===== src/rtl/noc_attention_control.sv =====
// Per-head sequencer for multi-head self-attention: load Q/K, score, softmax
// overlapped with the V fetch, context, then write the context slice.
module noc_attention_control #(
   parameter int NUM_HEADS      = 12,
   parameter int HEAD_W         = 4,
   parameter int TIMEOUT_CYCLES = 1048576,
   parameter int TO_W           = 21
) (
   input  logic              clk,
   input  logic              rst,
   input  logic              start,
   output logic              done,
   output logic              error,
   output logic [2:0]        err_code,
   output logic [HEAD_W-1:0] head_idx,
   output logic              start_dma_q,
   output logic              start_dma_k,
   output logic              start_dma_v,
   output logic              start_dma_ctx,
   input  logic              dma_q_done,
   input  logic              dma_k_done,
   input  logic              dma_v_done,
   input  logic              dma_ctx_done,
   input  logic              dma_q_error,
   input  logic              dma_k_error,
   input  logic              dma_v_error,
   input  logic              dma_ctx_error,
   output logic              start_score,
   output logic              start_softmax,
   output logic              start_context,
   input  logic              score_done,
   input  logic              softmax_done,
   input  logic              context_done
);

   typedef enum logic [2:0] {
      S_IDLE, S_LOAD_QK, S_SCORE, S_SOFTMAX_V, S_CONTEXT, S_WRITE, S_DONE, S_ERROR
   } state_t;

   state_t            r_state, w_next;
   logic              r_first;
   logic              r_qDone, r_kDone, r_smDone, r_vDone;
   logic [TO_W-1:0]   r_wd;
   logic              r_done, r_error;
   logic [2:0]        r_errCode;
   logic [HEAD_W-1:0] r_head;

   logic       w_wait, w_timeout, w_sample;
   logic       w_qSeen, w_kSeen, w_smSeen, w_vSeen;
   logic       w_qErr, w_kErr, w_vErr, w_ctxErr;
   logic       w_accept, w_errSet, w_doneSet, w_headInc, w_enter;
   logic [2:0] w_errCode;

   // r_first marks the strobe cycle; completions and errors count only after it
   assign w_sample  = !r_first;
   assign w_wait    = r_state inside {S_LOAD_QK, S_SCORE, S_SOFTMAX_V, S_CONTEXT, S_WRITE};
   assign w_timeout = w_wait && (r_wd == TO_W'(TIMEOUT_CYCLES - 1));

   assign w_qSeen  = r_qDone  || (r_state == S_LOAD_QK   && w_sample && dma_q_done);
   assign w_kSeen  = r_kDone  || (r_state == S_LOAD_QK   && w_sample && dma_k_done);
   assign w_smSeen = r_smDone || (r_state == S_SOFTMAX_V && w_sample && softmax_done);
   assign w_vSeen  = r_vDone  || (r_state == S_SOFTMAX_V && w_sample && dma_v_done);

   assign w_qErr   = r_state == S_LOAD_QK   && w_sample && !r_qDone && dma_q_error;
   assign w_kErr   = r_state == S_LOAD_QK   && w_sample && !r_kDone && dma_k_error;
   assign w_vErr   = r_state == S_SOFTMAX_V && w_sample && !r_vDone && dma_v_error;
   assign w_ctxErr = r_state == S_WRITE     && w_sample && dma_ctx_error;

   assign start_dma_q   = r_first && r_state == S_LOAD_QK;
   assign start_dma_k   = r_first && r_state == S_LOAD_QK;
   assign start_score   = r_first && r_state == S_SCORE;
   assign start_softmax = r_first && r_state == S_SOFTMAX_V;
   assign start_dma_v   = r_first && r_state == S_SOFTMAX_V;
   assign start_context = r_first && r_state == S_CONTEXT;
   assign start_dma_ctx = r_first && r_state == S_WRITE;

   assign done     = r_done;
   assign error    = r_error;
   assign err_code = r_errCode;
   assign head_idx = r_head;

   always_comb begin
      w_next    = r_state;
      w_accept  = 1'b0;
      w_errSet  = 1'b0;
      w_errCode = 3'd0;
      w_doneSet = 1'b0;
      w_headInc = 1'b0;
      case (r_state)
         S_IDLE, S_DONE, S_ERROR: begin
            if (start) begin
               w_accept = 1'b1;
               w_next   = S_LOAD_QK;
            end
         end
         S_LOAD_QK: begin
            if (w_qErr) begin
               w_errSet = 1'b1; w_errCode = 3'd1; w_next = S_ERROR;
            end else if (w_kErr) begin
               w_errSet = 1'b1; w_errCode = 3'd2; w_next = S_ERROR;
            end else if (w_qSeen && w_kSeen) begin
               w_next = S_SCORE;
            end
         end
         S_SCORE: begin
            if (w_sample && score_done) w_next = S_SOFTMAX_V;
         end
         S_SOFTMAX_V: begin
            if (w_vErr) begin
               w_errSet = 1'b1; w_errCode = 3'd3; w_next = S_ERROR;
            end else if (w_smSeen && w_vSeen) begin
               w_next = S_CONTEXT;
            end
         end
         S_CONTEXT: begin
            if (w_sample && context_done) w_next = S_WRITE;
         end
         S_WRITE: begin
            if (w_ctxErr) begin
               w_errSet = 1'b1; w_errCode = 3'd4; w_next = S_ERROR;
            end else if (w_sample && dma_ctx_done) begin
               if (r_head == HEAD_W'(NUM_HEADS - 1)) begin
                  w_doneSet = 1'b1;
                  w_next    = S_DONE;
               end else begin
                  w_headInc = 1'b1;
                  w_next    = S_LOAD_QK;
               end
            end
         end
         default: w_next = S_IDLE;
      endcase
      // Watchdog fires only when nothing else moved the sequencer this cycle
      if (w_timeout && w_next == r_state && !w_headInc) begin
         w_errSet  = 1'b1;
         w_errCode = 3'd5;
         w_next    = S_ERROR;
      end
   end

   // A head advance re-enters LOAD_QK, so it counts as a fresh entry too
   assign w_enter = (w_next != r_state) || w_headInc;

   always_ff @(posedge clk) begin
      if (rst) begin
         r_state   <= S_IDLE;
         r_first   <= 1'b0;
         r_qDone   <= 1'b0;
         r_kDone   <= 1'b0;
         r_smDone  <= 1'b0;
         r_vDone   <= 1'b0;
         r_wd      <= '0;
         r_done    <= 1'b0;
         r_error   <= 1'b0;
         r_errCode <= 3'd0;
         r_head    <= '0;
      end else begin
         r_state <= w_next;
         r_first <= w_enter;
         if (w_enter) begin
            r_qDone  <= 1'b0;
            r_kDone  <= 1'b0;
            r_smDone <= 1'b0;
            r_vDone  <= 1'b0;
            r_wd     <= '0;
         end else begin
            r_qDone  <= w_qSeen;
            r_kDone  <= w_kSeen;
            r_smDone <= w_smSeen;
            r_vDone  <= w_vSeen;
            if (w_wait) r_wd <= r_wd + 1'b1;
         end
         if (w_accept) begin
            r_done    <= 1'b0;
            r_error   <= 1'b0;
            r_errCode <= 3'd0;
            r_head    <= '0;
         end
         if (w_errSet) begin
            r_error   <= 1'b1;
            r_errCode <= w_errCode;
         end
         if (w_doneSet) r_done <= 1'b1;
         if (w_headInc) r_head <= r_head + 1'b1;
      end
   end

endmodule

===== config.mk =====
export PLATFORM = sky130hd
export DESIGN_NAME = noc_attention_control
export DESIGN_NICKNAME = d
export VERILOG_FILES = /design/src/rtl/noc_attention_control.sv
export SDC_FILE = /design/constraint.sdc
export NUM_CORES = 1
export LEC_CHECK = 0
export BUFFER_PORTS_ARGS = -buffer_cell sky130_fd_sc_hd__buf_2
export CAP_MARGIN = 10
export CORE_UTILIZATION = 60
export DETAILED_ROUTE_END_ITERATION = 6
export GPL_TIMING_DRIVEN = 0
export HOLD_SLACK_MARGIN = 0.12
export PLACE_DENSITY = 0.85
export SLEW_MARGIN = 20
export SYNTH_ARGS = -nofsm -noshare
export SYNTH_HDL_FRONTEND = slang
export SYNTH_SLANG_ARGS = --single-unit

===== constraint.sdc =====
create_clock -name clk -period 3.8 [get_ports clk]
set_input_delay 0.57 -clock clk [delete_from_list [all_inputs] [get_ports clk]]
set_output_delay 0.57 -clock clk [all_outputs]
set_load 0.01 [all_outputs]

Word level (Yosys, flattened, before mapping):

Cells that the tools add are included.

* register bits after elaboration: 38
* output and inout bits: 16

* $add $sub $neg: 2
* reduce and logical (&&, ||, !) cells: 44
* multiplexer cells: 42
* equality and inequality tests: 11

Operators with widths (number)
* 3-bit 2-to-1 mux: 16
* 1-bit logical AND: 27
* 21-bit by 1-bit adder with 21-bit output (second input constant): 1
* 21-bit by 20-bit == test with 1-bit output (second input constant): 1
* 1-bit 2-to-1 mux: 18
* 3-bit one-hot mux with 6 select lines: 1
* 3-bit == test (second input constant): 4
* 3-bit one-hot mux with 3 select lines: 1
* 4-bit 2-to-1 mux: 2
* 3-bit by 2-bit == test with 1-bit output (second input constant): 2
* 2-bit 2-to-1 mux: 3
* 2-bit nonzero test: 3
* 1-bit logical NOT: 5
* 1-bit logical OR: 5
* 5-bit nonzero test: 1
* 4-bit by 1-bit adder with 4-bit output (second input constant): 1
* 4-bit == test (second input constant): 1
* 3-bit by 1-bit == test with 1-bit output (second input constant): 1
* 3-bit == test: 1
* 3-bit logical NOT: 1
* 3-bit inequality test: 1
* 1-bit one-hot mux with 3 select lines: 1
* 3-bit OR reduction: 1
* 2-bit OR reduction: 1

Longest topological paths before layout:

* word-level depth: 16
* mapped depth: 9
* gate-level depth less buffers: 7

Worst setup path after synthesis:

No wires, ideal clock.

* path type: flip-flop to flip-flop
* from: register r_state[2]
* to: register r_kDone
* clock period less this slack: 2216 ps
* data arrival time: 2082 ps
* stages on the path, launching flop included: 10
* buffers on the path: 3
* setup time: 133 ps
* required time: 3667 ps
* slack: 1584 ps
* path through: dfxtp_1 buf_6 and2_4 buf_6 or3_1 or3_4 nand3b_4 o2bb2ai_4 buf_4 nor4_1

* longest elaborated chain between the ends: 16

Ends and longest elaborated chain
* from (decl): line 40 `state_t r_state, w_next;`
* from (signal assigned): line 158 `r_state <= w_next;`
* 3-bit by 1-bit == test with 1-bit output
* 1-bit logical AND
* 1-bit logical AND, on equally long branches: line 59, 60
* 1-bit logical OR, on equally long branches: line 59, 60
* 1-bit logical AND: line 101 `end else if (w_qSeen && w_kSeen) begin`
* 3-bit 2-to-1 mux: line 101
* 3-bit 2-to-1 mux: line 99 `end else if (w_kErr) begin`
* 3-bit 2-to-1 mux: line 97 `if (w_qErr) begin`
* 3-bit one-hot mux with 6 select lines: line 89 `case (r_state)`
* 3-bit == test: line 134 `if (w_timeout && w_next == r_state && !w_headInc) begin`
* 1-bit logical AND (2 in a row): line 134
* 3-bit 2-to-1 mux: line 134
* 3-bit inequality test: line 142 `assign w_enter = (w_next != r_state) || w_headInc;`
* 1-bit logical OR: line 142
* 2-bit OR reduction (no line)
* to (signal assigned): line 168 `r_kDone <= w_kSeen;`
* to (decl): line 42 `logic r_qDone, r_kDone, r_smDone, r_vDone;`

Parallel ways exist; a longest one is shown, timed or not.
A chain may end at the register's enable or synchronous reset.

Final worst setup path:

* from: register r_first
* to: register r_first

* longest elaborated chain between the ends: 15

Ends and longest elaborated chain
* from (decl): line 41 `logic r_first;`
* from (signal assigned): line 159 `r_first <= w_enter;`
* 1-bit logical NOT (*): line 55 `assign w_sample = !r_first;`
* 1-bit logical AND
* 1-bit logical AND, on equally long branches: line 59, 60
* 1-bit logical OR, on equally long branches: line 59, 60
* 1-bit logical AND: line 101
* 3-bit 2-to-1 mux: line 101
* 3-bit 2-to-1 mux: line 99
* 3-bit 2-to-1 mux: line 97
* 3-bit one-hot mux with 6 select lines: line 89
* 3-bit == test: line 134
* 1-bit logical AND (2 in a row): line 134
* 3-bit 2-to-1 mux: line 134
* 3-bit inequality test: line 142
* 1-bit logical OR (*): line 142

Every way passes the cells marked *; elsewhere a longest branch is shown, timed or not.

==> impl_metrics.tcl <==
set metrics [dict create \
    status "completed" \
    ant_nets 0 \
    area_delta_synth_final_pct 13.0 \
    grt_overflow_total 0 \
    drive_gt1_share_pct 18.4 \
    drt-wirelength-per-cell_um 15.5 \
    crit_path_start_kind "flop" \
    seqPwrFrac_pct 27.7 \
    syn_inst 263 \
    cts_sinks 38 \
    synth_seq_area_share_pct 33.8 \
    root_buffer "clkbuf_8" \
    comb_power_share_pct 55.1 \
    finalCriticalPeriod_ps 2690 \
    synth-edff-count 0 \
    dr.pass1.iters 5 \
    worstSkewPairLatency_ps 300 \
    cts_buffers 5 \
    antenna_found_initial 0 \
    cts_tree "built" \
    synth.area.top_cells "dfxtp_1 34%, nor4_1 7.5%, xor2_1 5.8%" \
    cp.depth 9 \
    holdBufCountCts 0 \
    cp_max_fo 10 \
    r2r-start "r_first" \
    grt_setup_unrepaired "false" \
    grt_max_degree 13 \
    setup_viol 0 \
    power.net_switching_mw 0.777 \
    cts.path.max_buffers 2 \
    port_buffers 28 \
    hold_viol_final 0 \
    ys_seq_elements 38 \
    grt_pass1_vias 2002 \
    drcViolationCount 0 \
    routabilityCongestion 0.970 \
    hp-start "done" \
    cts_htree_levels 2 \
    worst_ir_drop_vdd_mv 0.461 \
    synthArstFlopShare_pct 0 \
    swShare_pct 45.4 \
    start_util_pct 64.9 \
    place_hpwl_mm 3.77 \
    pin_count 30 \
    post_synth_num_cell_types 55 \
    die_area_um2 4000 \
    path_buf_inv 3 \
    setup-tns-final_ps 0 \
    ys_warn_count 0 \
    post-route-period-util_pct 70.9 \
    drt_wl_total_mm 5.34 \
    antenna_cells 0 \
    worstPathArrival_ps 2930 \
    postCtsSetupBuffers 0 \
    p_leak_nw 0.987 \
    slew-limit-headroom_pct 58.5 \
    worst_pin_slew_ps 615 \
    crit_type "reg -> reg" \
    synth_top_area_share_pct 33.8 \
    r2r_cells 9 \
    max_freq_mhz 371 \
    pwr-share-clk_pct 17.1 \
    postSynthNetCount 279 \
    finClkSkew_ps 8.82 \
    grt_usage_pct 28.2 \
    clkTransAtPathRegs_ps 70 \
    p_int_mw 0.933 \
    die_w_um 63.2 \
    grt_pass1_wl_mm 8.98 \
    hold_depth 2 \
    cts_resized 0 \
    hold_path.class "reg -> reg" \
    yosys.area.top_type "dfxtp_1" \
    cap_viol_max_count 0 \
    fp.dieH_um 63.2 \
    p_per_area_nw_per_um2 673 \
    coreArea_um2 3470 \
    slew_viol_final 0 \
    nNetsFinal 314 \
    synthFlopType "dfxtp_1" \
    vias_per_cell 6.29 \
    drt_iter0_drc 205 \
    syn_area_um2 2250 \
    rows 21 \
    holdWs_ps 500 \
    critPathTopFamily "buffers and inverters" \
    synth.avg_cell_area_um2 8.55 \
    max_stage_delay_ps 520 \
    routed-via-count 2170 \
    slowest_stage "nor4b_2" \
    cp-end-kind "flop" \
    path_cells "buf_2 > nor4b_2 > o21a_1 > nor2_1 > nand3_1 > and2_1 > buf_1 > clkbuf_1 > o21ba_1" \
    crit_required_ps 4030 \
    crit_start "r_first" \
]
-- metrics by stage --
| stage | worst slack, ps | util [%] | instances | area, um^2 | power [mW] |
|---|---|---|---|---|---|
| 6_report | 1110 | 73.3 | 345 | 2540 | 1.71 |
| 3_5_place_dp | 1200 | 70.6 | 337 | 2450 | 1.40 |
| 5_1_grt | 970 | 73.3 | 345 | 2540 | 1.82 |
| 4_1_cts | 1220 | 73.3 | 345 | 2540 | 1.69 |
| 3_3_place_gp | 1230 | 70.6 | 337 | 2450 | 1.39 |
| 2_1_floorplan | 1580 | - | 263 | 2250 | 1.19 |
-- cell usage in the layout (no fill, tap or decap), types with 3 or more instances in the layout --
cell type	n
and2_1	5
a21oi_1	17
buf_6	3
nand2_1	8
nand2b_1	5
xnor2_1	6
nand3b_1	4
o21ai_0	7
and4_1	7
mux2i_1	3
buf_4	3
a21boi_0	3
nor3_1	8
dfxtp_1	38
clkbuf_8	6
nor4_1	27
nor2_1	19
clkbuf_1	9
nand3_1	12
and3_1	3
nor2b_1	4
xor2_1	15
o22ai_1	3
nand4_1	6
buf_2	32
-- sequential cells by signal (all words and copies together), names as in the netlist, 3 cells and up --
register,count
r_state,3
head_idx,4
err_code,3
r_wd,21
-- power groups by stage --
stage,sequential [mW],combinational (mW),clock [mW]
global route,0.482,1.02,0.313
floorplan,0.478,0.713,0
detailed placement,0.482,0.913,0
finish,0.474,0.943,0.293
CTS,0.473,0.920,0.297
global placement,0.483,0.911,0
-- tightest hold or removal path, cell delays in order, from the launching register on --
cell,delay (ps)
dfxtp_1,330
a21oi_1,60
nor2_1,70
-- logic make-up after synthesis --
logic type | after synthesis | synth area share, %
buf+inv | 22 | 5.39
compound gates | 52 | 15.9
mux | 3 | 1.33
fa+ha+maj | 2 | 1.11
flops | 38 | 33.8
xor+xnor | 21 | 8.18
simple gates | 125 | 34.3
-- final timing paths --
| path | endpoint | slack, ps |
|---|---|---|
| worst max-delay path | r_first | 1110 |
| worst min-delay path | done | 500 |
| worst max register to register | r_first | 1110 |
| worst min register to register | done | 500 |
-- cell usage after synthesis (all sizes together), types with 7 or more instances --
master,n
nor3,8
dfxtp,38
o21ai,8
clkbuf,9
nor2,19
nand3,12
xor2,15
a21oi,17
nor4,27
and4,7
buf,11
nand2,8
-- per-layer routing --
metal | global-route usage [%] | vias up | wire [um]
li1 | - | 1069 | -
met1 | 39.6 | 1011 | 2540
met2 | 42.5 | 80 | 2440
met3 | 4.17 | 10 | 282
met4 | 12.5 | 0 | 82
met5 | 0 | - | 0
-- layout make-up --
cell class | instances | area (um^2)
inverters | 2 | 7.51
fillers | 278 | 926
clock buffers | 6 | 82.6
clock inverters | 2 | 12.5
repair buffers | 28 | 140
flip-flops and latches | 38 | 761
well taps | 46 | 57.6
plain buffers | 20 | 114
multi-input cells | 203 | 1370
No activity file was read; power rests on OpenSTA's default activity.
